===== src/rtl/bin_dot_acc_pkg.sv =====
// -----------------------------------------------------------------------------
// bin_dot_acc_pkg
// Shared geometry and state encoding for the binary-neuron datapath. The
// fetch stage and the binary layers import this package so that they agree
// on lane width, lanes per beat, beats per frame and accumulator width.
// -----------------------------------------------------------------------------
package bin_dot_acc_pkg;

  localparam int DEF_DATA_W = 16;  // signed sample width
  localparam int DEF_LANES  = 5;   // samples per beat
  localparam int DEF_BEATS  = 4;   // beats per frame
  localparam int DEF_ACC_W  = 22;  // holds 20*32768 + 32768 without overflow

  typedef enum logic [1:0] {
    ST_IDLE = 2'd0,
    ST_ACC  = 2'd1,
    ST_DONE = 2'd2
  } state_t;

endpackage : bin_dot_acc_pkg


===== src/rtl/bin_lane_sum.sv =====
// -----------------------------------------------------------------------------
// bin_lane_sum
// Combinational binarized dot product of one beat: sum over lanes of
// (w ? +x : -x). Each lane is sign-extended to the sum width before it is
// negated, so -2^(DATA_W-1) negates cleanly to +2^(DATA_W-1).
//
// Ports:
//   lanes_i  LANES packed signed samples, lane j = [j*DATA_W +: DATA_W]
//   w_i      one weight bit per lane (1 = add, 0 = subtract)
//   sum_o    signed (DATA_W+4)-bit lane sum (headroom for up to 8 lanes)
// -----------------------------------------------------------------------------
module bin_lane_sum #(
  parameter int DATA_W = 16,
  parameter int LANES  = 5
) (
  input  logic [LANES*DATA_W-1:0]  lanes_i,
  input  logic [LANES-1:0]         w_i,
  output logic signed [DATA_W+3:0] sum_o
);

  localparam int SUM_W = DATA_W + 4;

  logic signed [SUM_W-1:0] x_ext;

  always_comb begin
    // NOTE: every variable written here gets a value before any branch, so
    // no path leaves it holding its old value and no latch is inferred.
    sum_o = '0;
    x_ext = '0;
    for (int j = 0; j < LANES; j++) begin
      x_ext = SUM_W'($signed(lanes_i[j*DATA_W +: DATA_W]));
      sum_o = w_i[j] ? (sum_o + x_ext) : (sum_o - x_ext);
    end
  end

endmodule : bin_lane_sum


===== src/rtl/bin_dot_acc.sv =====
// -----------------------------------------------------------------------------
// bin_dot_acc
// First binary-neuron layer of the VAD datapath. A start pulse latches the
// frame's binary weights and seeds the accumulator with the bias; each
// accepted beat then adds one binarized lane sum. The beat after the last
// one is a single DONE cycle that presents the pre-activation sum and its
// binarized sign. Results hold until the next accepted start.
//
// Ports:
//   clk, rst_n   clock and synchronous active-low reset
//   start        begin a frame (accepted only in IDLE)
//   weight_bits  LANES*BEATS weights, bit k*LANES+j for lane j of beat k
//   bias         signed bias, sampled with start
//   in_valid     data_in holds a beat
//   data_in      LANES packed signed lanes
//   in_ready     beat accepted this cycle when in_valid is also high
//   busy         frame in progress
//   out_valid    one-cycle result strobe
//   acc_out      signed pre-activation sum
//   act_out      1 when acc_out >= 0
// -----------------------------------------------------------------------------
module bin_dot_acc
  import bin_dot_acc_pkg::*;
#(
  parameter int DATA_W = DEF_DATA_W,
  parameter int LANES  = DEF_LANES,
  parameter int BEATS  = DEF_BEATS,
  parameter int ACC_W  = DEF_ACC_W
) (
  input  logic                      clk,
  input  logic                      rst_n,
  input  logic                      start,
  input  logic [LANES*BEATS-1:0]    weight_bits,
  input  logic signed [DATA_W-1:0]  bias,
  input  logic                      in_valid,
  input  logic [LANES*DATA_W-1:0]   data_in,
  output logic                      in_ready,
  output logic                      busy,
  output logic                      out_valid,
  output logic signed [ACC_W-1:0]   acc_out,
  output logic                      act_out
);

  localparam int CNT_W = (BEATS > 1) ? $clog2(BEATS) : 1;
  localparam int SUM_W = DATA_W + 4;

  state_t                   state_q,   state_d;
  logic [CNT_W-1:0]         beat_cnt_q, beat_cnt_d;
  logic signed [ACC_W-1:0]  acc_q,     acc_d;
  logic [LANES*BEATS-1:0]   w_q,       w_d;
  logic signed [ACC_W-1:0]  acc_out_q, acc_out_d;
  logic                     act_out_q, act_out_d;

  logic signed [SUM_W-1:0]  lane_sum;

  bin_lane_sum #(
    .DATA_W (DATA_W),
    .LANES  (LANES)
  ) u_lane_sum (
    .lanes_i (data_in),
    .w_i     (w_q[beat_cnt_q*LANES +: LANES]),
    .sum_o   (lane_sum)
  );

  always_comb begin
    state_d    = state_q;
    beat_cnt_d = beat_cnt_q;
    acc_d      = acc_q;
    w_d        = w_q;
    acc_out_d  = acc_out_q;
    act_out_d  = act_out_q;

    unique case (state_q)
      ST_IDLE: begin
        if (start) begin
          w_d        = weight_bits;
          acc_d      = ACC_W'(bias);
          beat_cnt_d = '0;
          acc_out_d  = '0;
          act_out_d  = 1'b0;
          state_d    = ST_ACC;
        end
      end
      ST_ACC: begin
        if (in_valid) begin
          acc_d      = acc_q + ACC_W'(lane_sum);
          beat_cnt_d = beat_cnt_q + CNT_W'(1);
          if (beat_cnt_q == CNT_W'(BEATS - 1)) begin
            // Result registers load on the last-beat edge so they are
            // already valid during the DONE cycle.
            acc_out_d  = acc_d;
            act_out_d  = ~acc_d[ACC_W-1];
            beat_cnt_d = '0;
            state_d    = ST_DONE;
          end
        end
      end
      ST_DONE: state_d = ST_IDLE;
      default: state_d = ST_IDLE;
    endcase
  end

  always_ff @(posedge clk) begin
    // NOTE: state updates use non-blocking assignments so every flop samples
    // the pre-edge values regardless of statement order.
    if (!rst_n) begin
      state_q    <= ST_IDLE;
      beat_cnt_q <= '0;
      acc_q      <= '0;
      w_q        <= '0;
      acc_out_q  <= '0;
      act_out_q  <= 1'b0;
    end else begin
      state_q    <= state_d;
      beat_cnt_q <= beat_cnt_d;
      acc_q      <= acc_d;
      w_q        <= w_d;
      acc_out_q  <= acc_out_d;
      act_out_q  <= act_out_d;
    end
  end

  assign in_ready  = (state_q == ST_ACC);
  assign busy      = (state_q != ST_IDLE);
  assign out_valid = (state_q == ST_DONE);
  assign acc_out   = acc_out_q;
  assign act_out   = act_out_q;

endmodule : bin_dot_acc


===== config.mk =====
export PLATFORM = sky130hd
export DESIGN_NAME = bin_dot_acc
export DESIGN_NICKNAME = d
export VERILOG_FILES = /design/src/rtl/bin_dot_acc_pkg.sv /design/src/rtl/bin_lane_sum.sv /design/src/rtl/bin_dot_acc.sv
export SDC_FILE = /design/constraint.sdc
export NUM_CORES = 1
export LEC_CHECK = 0
export ABC_AREA = 1
export CAP_MARGIN = 20
export CELL_PAD_IN_SITES_DETAIL_PLACEMENT = 2
export CELL_PAD_IN_SITES_GLOBAL_PLACEMENT = 2
export CORE_MARGIN = 3
export CORE_UTILIZATION = 30
export DETAILED_ROUTE_END_ITERATION = 16
export HOLD_SLACK_MARGIN = 0.03
export MAX_ROUTING_LAYER = met4
export PLACE_DENSITY_LB_ADDON = 0.1
export SYNTH_ARGS = -nofsm -noshare
export SYNTH_HDL_FRONTEND = slang
export SYNTH_SLANG_ARGS = --single-unit

===== constraint.sdc =====
create_clock -name clk -period 10 [get_ports clk]
set_input_delay 1 -clock clk [delete_from_list [all_inputs] [get_ports clk]]
set_output_delay 1 -clock clk [all_outputs]
set_load 0.01 [all_outputs]

# Word-level counts from Yosys, hierarchy flattened

Cells that the tools add are included.

Word-level logic and storage cells: 57
Register bits after elaboration: 69
Bits of input ports: 120

Bitwise gates (word level): 1
Equality and inequality tests: 6
Reduce and logical (&&, ||, !) cells: 7
Add/subtract/negate cells: 11
Shift operators: 1
Multipliers: 1
Multiplexer cells: 24

Operators with widths:

| kind                                                  | number |
|---|---|
| two-way mux 22 bit                                    | 5 |
| two-way mux 20 bit                                    | 5 |
| one-hot mux 22 bit (2 select lines)                   | 2 |
| adder 20 x 16 -> 20 bit                               | 4 |
| subtractor 20 x 16 -> 20 bit                          | 4 |
| adder 22 x 20 -> 22 bit                               | 1 |
| variable part select 20 x 6 -> 5 bit                  | 1 |
| subtractor 1 x 16 -> 17 bit, first input constant     | 1 |
| two-way mux 2 bit                                     | 6 |
| one-hot mux 2 bit (2 select lines)                    | 2 |
| AND reduction 3 bit                                   | 2 |
| multiplier 2 x 3 -> 5 bit, second input constant      | 1 |
| equality test 2 bit, second input constant            | 2 |
| inequality test 2 bit, second input constant          | 2 |
| AND reduction 4 bit                                   | 1 |
| nonzero test 2 bit                                    | 2 |
| two-way mux 1 bit                                     | 3 |
| adder 2 x 1 -> 2 bit, second input constant           | 1 |
| equality test 2 x 1 -> 1 bit, second input constant   | 1 |
| logical NOT 2 bit                                     | 1 |
| inequality test 2 x 1 -> 1 bit, second input constant | 1 |
| one-hot mux 1 bit (2 select lines)                    | 1 |
| AND reduction 2 bit                                   | 1 |
| NOT 1 bit                                             | 1 |

# Logic depth before layout (Yosys ltp)

Gate-level depths: netlist (run 1).

Depth after elaboration: 16
Depth in mapped cells: 61

# Hierarchy

From an unflattened synthesis (run 1), not the netlist that was laid out.

Cell total of the unflattened synthesis: 1584
Area, all modules: 9863.2 µm²

By module, submodules not included:

| module       | cells an instance | area each (µm²) | seq. area each (µm²) | instances |
|---|---|---|---|---|
| bin_lane_sum | 935               | 5699.2          | 0.0                  | 1 |
| bin_dot_acc  | 649               | 4164.0          | 1381.3               | 1 |

# Worst setup path before layout (run 1)

No wires, ideal clock.

Path type: input to register
Start: input port data_in[17]
End: register acc_out_q[20] (netlist: acc_out[20])
Path slack: 2086 ps
Data arrival time: 7785 ps
Stages: 54
Library setup time: 128 ps
Path buffers: 0
Data required time: 9872 ps
Cells stage by stage: inv_1 -> ha_1 -> nand2_1 -> o21ai_0 -> xor2_1 -> inv_1 -> ha_1 -> nand2_1 -> nand2_1 -> nand2_1 -> nand2_1 -> a21oi_1 -> xnor2_1 -> ha_1 -> nand2_1 -> nor3_1 -> nand2_1 -> o211ai_1 -> [18 not listed] -> ha_1 -> inv_1 -> nor3_1 -> nand2_1 -> o311ai_0 -> inv_1 -> nand2_1 -> nand2_1 -> ha_1 -> inv_1 -> nor3_1 -> inv_1 -> nor2_1 -> nand3_1 -> o2111ai_1 -> a21oi_1 -> o21ai_0 -> a21oi_1

Word-level cells in the longest chain between the ends: 12
Elaborated cells on any way between the ends: 16

Ends and longest elaborated chain:

| element                                                                        | RTL line           | RTL |
|---|---|---|
| start: declaration                                                             | bin_dot_acc.sv:36  | `input logic [LANES*DATA_W-1:0] data_in,` |
| subtractor 20 x 16 -> 20 bit / adder 20 x 16 -> 20 bit (equally long branches) | bin_lane_sum.sv:32 | `sum_o = w_i[j] ? (sum_o + x_ext) : (sum_o - x_ext);` |
| two-way mux 20 bit *                                                           | bin_lane_sum.sv:32 |  |
| subtractor 20 x 16 -> 20 bit / adder 20 x 16 -> 20 bit (equally long branches) | bin_lane_sum.sv:32 |  |
| two-way mux 20 bit *                                                           | bin_lane_sum.sv:32 |  |
| subtractor 20 x 16 -> 20 bit / adder 20 x 16 -> 20 bit (equally long branches) | bin_lane_sum.sv:32 |  |
| two-way mux 20 bit *                                                           | bin_lane_sum.sv:32 |  |
| subtractor 20 x 16 -> 20 bit / adder 20 x 16 -> 20 bit (equally long branches) | bin_lane_sum.sv:32 |  |
| two-way mux 20 bit *                                                           | bin_lane_sum.sv:32 |  |
| adder 22 x 20 -> 22 bit *                                                      | bin_dot_acc.sv:86  | `acc_d = acc_q + ACC_W'(lane_sum);` |
| two-way mux 22 bit *                                                           | bin_dot_acc.sv:88  | `if (beat_cnt_q == CNT_W'(BEATS - 1)) begin` |
| two-way mux 22 bit *                                                           | bin_dot_acc.sv:85  | `if (in_valid) begin` |
| one-hot mux 22 bit (2 select lines) *                                          | bin_dot_acc.sv:73  | `unique case (state_q)` |
| end signal: assignment                                                         | bin_dot_acc.sv:118 | `acc_out_q <= acc_out_d;` |
| end: declaration                                                               | bin_dot_acc.sv:51  | `logic signed [ACC_W-1:0] acc_out_q, acc_out_d;` |

Mark *: on every way between the ends. The rest lies on a longest branch, timed or not. The select of a mux whose other input is x is not followed.
A chain may end at the register's enable or synchronous reset.

# Worst setup path after layout (run 1)

Start: input port data_in[16]
End: register acc_out_q[21] (netlist: acc_out[21])

The elaborated chain is that of the path after synthesis.

==> flow_summary.ini, run 1 <==
[floorplanning]
coreArea_sq_um = 30000
rows = 63
start_util_pct = 30.9
fp.dieH_microns = 182
die_area_sq_um = 33000
ioPinCount = 146
die_w_microns = 182

[worst_hold_path]
hp-class = reg2reg

[timing]
hold_violations = 0
worst_slack_ns = 0.770
setup_viol_count_final = 0
drv_slew = 0
fmax_mhz = 108
fin_crit_sh_pct = 92.3
post-route-min-period_ns = 9.23
slew_headroom_pct = 45.2
fin_skew_ns = 0.00803
worstMarginPinSlew_ns = 0.818

[worst_setup_path]
end_kind = flop
worstPathRequired_ns = 10.27
cp_slowest_cell = clkdlybuf4s50_1
worst-path-buf-inv = 8
worstPathArrival_ns = 9.50
cpPeakStageDelay_ns = 0.49
crit_top_cell = nand2_1
crit_family = simple AND/OR/NAND/NOR gates
path_max_fanout = 6
start_kind = primary input
critical_path_class = in2reg

[cells_and_area]
fin_cells = 2017
area_growth_pct = 25.9
drive_gt1_share_pct = 4.86
fillCellCount = 3633
finalNetCount = 1847

[global_routing]
grt_pass1_wl_microns = 55400
grt_pass1_vias = 10885
gr-usage-all-layers_pct = 20.7
overflow = 0
grt_max_degree = 65
antenna_found_initial = 3

[cts]
cts_hold_buf = 0
numCtsBuffers = 9
htreeDepth = 3
cts_sinks = 69
cts_tree = done
cts.clk_slew.worst_paths_ns = 0.06
clock_latency_ns = 0.34
root_buffer = clkbuf_16
cts_max_path_buffers = 2

[synth]
syn_inst = 1481
netlist_area_sq_um = 9270
synth-simple-area-share_pct = 25.7
synth-adder-area-share_pct = 15.0
synth_mux_area_share_pct = 0
ys.warnings.count = 0
synthDistinctLibCells = 45
synthTopCellsByCount = 298 x nand2_1, 198 x inv_1, 155 x a21oi_1
async_reset_ff_share_pct = 0
synthFlopType = dfxtp_1
synth.top_cells.by_area = dfxtp_1 15%, ha_1 14%, nand2_1 12%
synth_xor_area_share_pct = 12.8
synth_top_area_share_pct = 14.9
ys_ff_latch = 69
synth_edf_count = 0
ys_seq_area_share_pct = 14.9
synth_compound_area_share_pct = 22.1
synth_top_family_by_area = simple AND/OR/NAND/NOR gates
synth_top_area_cell = dfxtp_1
yosysMostFrequentCell = nand2_1
synth.avg_cell_area_sq_um = 6.26
synth_fp_nets = 1709

[detailed_routing]
ant_nets = 0
routed_wl_microns = 34700
drtPass1Iterations = 4
wl_per_cell_microns = 17.2
drt_iter0_markers = 317
dr_total_vias = 10199
drc = 0
via_per_inst = 5.06

[status]
outcome = finished, final reports clean

[placed_design]
dp_cells = 1992
portBuffers = 145
dpl.hpwl_microns = 29100
gp_congestion = 0.863
post-place-ws_ns = -0.234

[run]
cap_violations = 0
-- layout make-up --
type | count | area (sq um) | area share, %
diodes | 3 | 7.51 | 0.0644
clock buffers | 11 | 243 | 2.08
clock inverters | 5 | 106 | 0.912
inverters | 204 | 768 | 6.59
multi-input cells | 1179 | 7090 | 60.8
flip-flops and latches | 69 | 1380 | 11.8
well taps | 390 | 488 | 4.18
repair buffers | 156 | 1580 | 13.6
-- per-stage QoR --
| step | cell area (sq um) | utilization, % | setup TNS, ns | hold WS [ns] |
|---|---|---|---|---|
| 2_1_floorplan | 9270 | - | 0 | 0.429 |
| 3_3_place_gp | 11100 | 37.0 | 0 | 0.450 |
| 3_5_place_dp | 11100 | 37.0 | -0.450 | 0.460 |
| 4_1_cts | 11500 | 38.2 | 0 | 0.469 |
| 5_1_grt | 11700 | 38.8 | -0.179 | 0.497 |
| 6_report | 11700 | 38.8 | 0 | 0.463 |
-- layer usage --
layer  up-vias  share of wire (%)  track usage [%]
met5         -                  0                -
met1      4846                 48             26.6
met4         0               0.99             2.44
li1       5207                  -                -
met2       126                 48             35.9
met3        20                2.8             2.58
-- cell usage in the layout (no fill, tap or decap), types with 4 or more instances in the layout --
cell type / n
nand2_2: 7
o21ai_1: 8
clkdlybuf4s50_1: 144
inv_2: 5
inv_1: 198
nand3_2: 8
nor4_1: 4
dfxtp_1: 69
o211ai_1: 6
a21oi_1: 153
a31oi_1: 29
nor2_1: 139
ha_1: 101
o21bai_1: 8
fa_1: 5
a21o_1: 9
nand4_1: 10
buf_4: 8
o21ai_0: 124
xor2_1: 90
o31ai_1: 8
nand2_1: 298
nor3_1: 17
or2_2: 7
xnor2_1: 44
clkbuf_16: 9
nand3_1: 59
-- path summary, 6_finish.rpt --
kind                 startpoint           to  slack, ns  cells past startpoint
setup reg to reg  beat_cnt_q[0]  acc_out[21]       1.10                     54
hold / removal           w_q[5]       w_q[5]       0.46                      2
setup / recovery    data_in[16]  acc_out[21]       0.77                     52
hold reg to reg          w_q[5]       w_q[5]       0.46                      2
-- registers in the layout (all words and copies together) (netlist names) --
| name | flops |
|---|---|
| acc_q | 22 |
| acc_out | 22 |
| w_q | 20 |
| act_out | 1 |
| state_q | 2 |
| beat_cnt_q | 2 |
-- worst min-delay path, delay by kind of cell, from the launching register on --
kind	cells	cell delay (ns)
AOI/OAI and AO/OA	1	0.06
buffers and inverters	1	0.06
DFF	1	0.30
-- logic make-up (layout without fill, tap and decap cells) --
kind of cell	after synthesis	count (layout)
compound gates	372	372
xor+xnor	135	135
fa+ha+maj	108	108
buf+inv	233	376
flops	69	69
other cells	0	3
simple gates	564	564
-- timing repair --
action,4_1_cts,5_1_grt
setup buffers,0,3
gates resized for setup,0,25
setup endpoints to repair,0,9
Power of run 1 is not shown: default switching activity piles up to over one toggle a cycle in this logic, so the estimate is an artifact.
==> run 2: changes to the inputs <==
--- a/config.mk
+++ b/config.mk
@@ -10,7 +10,7 @@
 export CELL_PAD_IN_SITES_DETAIL_PLACEMENT = 2
 export CELL_PAD_IN_SITES_GLOBAL_PLACEMENT = 2
 export CORE_MARGIN = 3
-export CORE_UTILIZATION = 30
+export CORE_UTILIZATION = 27
 export DETAILED_ROUTE_END_ITERATION = 16
 export HOLD_SLACK_MARGIN = 0.03
 export MAX_ROUTING_LAYER = met4
==> constraint.sdc (replaced) <==
create_clock -name clk -period 7.7 [get_ports clk]
set_input_delay 0.77 -clock clk [delete_from_list [all_inputs] [get_ports clk]]
set_output_delay 0.77 -clock clk [all_outputs]
set_load 0.01 [all_outputs]
==> flow_summary.ini, run 2 (same netlist as run 1, synthesis figures left out) <==
[cts]
htreeDepth = 3
cts_hold_buf = 0
cts_max_path_buffers = 2
clock_latency_ns = 0.35
cts.clk_slew.worst_paths_ns = 0.06
root_buffer = clkbuf_16
cts_sinks = 69
cts_tree = done
numCtsBuffers = 9

[worst_setup_path]
cpPeakStageDelay_ns = 0.39
worstPathArrival_ns = 9.13
cp_slowest_cell = dfxtp_4
critical_path_class = reg2reg
worstPathRequired_ns = 7.99
path_max_fanout = 6
r2r_cells = 56
crit_top_cell = nand2_1
end_kind = flop
start_kind = flop

[floorplanning]
die_area_sq_um = 36600
start_util_pct = 27.5
fp.dieH_microns = 191
rows = 67
die_w_microns = 191
ioPinCount = 146
coreArea_sq_um = 33700

[cells_and_area]
area_growth_pct = 75.0
drive_gt1_share_pct = 35.7
fin_area_sq_um = 16200
final_common_cell = buf_4
final_cell_mix = 362 x buf_4, 248 x nand2_1, 174 x inv_1
fillCellCount = 3839
finalNetCount = 2226

[placed_design]
dpl.hpwl_microns = 34200
portBuffers = 145
place_area_sq_um = 13400
gp_congestion = 0.855

[timing]
fin_crit_sh_pct = 115
worstMarginPinSlew_ns = 0.875
worst_hold_slack_ns = 0.484
hold_violations = 0
worst_slack_ns = -1.14
slew_headroom_pct = 41.0
rsz0062_at_grt = yes
fin_skew_ns = 0.00632
post-route-min-period_ns = 8.84
fmax_mhz = 113
drv_slew = 0
setup_viol_count_final = 25
setup_tns_ns = -16.24

[detailed_routing]
ant_nets = 0
drc = 0
routed_wl_microns = 62600
dr_total_vias = 13162
wl_per_cell_microns = 25.5
via_per_inst = 5.36
drtPass1Iterations = 5
drt_iter0_markers = 556

[global_routing]
grt_pass1_wl_microns = 73300
grt_max_degree = 65
antenna_found_initial = 3
grt_pass1_vias = 13804
overflow = 0
gr-usage-all-layers_pct = 25.8

[worst_hold_path]
hp-class = reg2reg
hold_depth = 2

[status]
outcome = complete, but fails checks
failed_checks = setup timing

[run]
cap_violations = 0
==> run 2: worst paths after layout <==
path | from | end | slack (ns)
setup / recovery | beat_cnt_q[0] | acc_out[21] | -1.14
setup reg to reg | beat_cnt_q[0] | acc_out[21] | -1.14
hold / removal | acc_out[1] | acc_out[1] | 0.48
hold reg to reg | acc_out[1] | acc_out[1] | 0.48
==> run 2: final cells by class <==
class	count	area [sq um]	area share, %
antenna	4	10.0	0.0617
inverter	204	788	4.86
timing repair buffer	535	4490	27.7
tap	448	561	3.46
sequential	69	1390	8.56
clock buffer	10	229	1.41
clock inverter	6	63.8	0.393
multi-input combinational	1179	8690	53.6
==> run 2: through the flow <==
step,std cells,util (%),setup slack (ns)
after floorplan,1481,-,0.0131
after global routing,2455,48.1,-1.54
after CTS,2406,43.7,-0.202
final,2455,48.1,-1.14
after detailed placement,2346,39.8,-1.88
after global placement,2346,39.8,-1.23
==> run 2: per-layer routing <==
metal	wire length, microns	GRT usage [%]	up-vias
met5	0	-	-
met4	3810	7.00	0
met3	2730	4.14	221
met2	33200	47.9	413
met1	22900	28.4	6570
li1	-	-	5958
==> run 2: critical path: cells and delay by family (launching register included) <==
| kind | cells | cell delay, ns |
|---|---|---|
| simple gates | 20 | 2.25 |
| compound gates | 12 | 2.02 |
| fa+ha+maj | 5 | 1.49 |
| buf+inv | 14 | 1.47 |
| xor+xnor | 5 | 1.11 |
| flops | 1 | 0.39 |
==> run 2: repair_timing <==
action	CTS	global route
endpoints found under the setup margin	21	23
pin swaps	121	150
setup buffers	46	43
gates cloned	0	0
gates resized for setup	207	238
Power of run 2 is left out for the same reason.
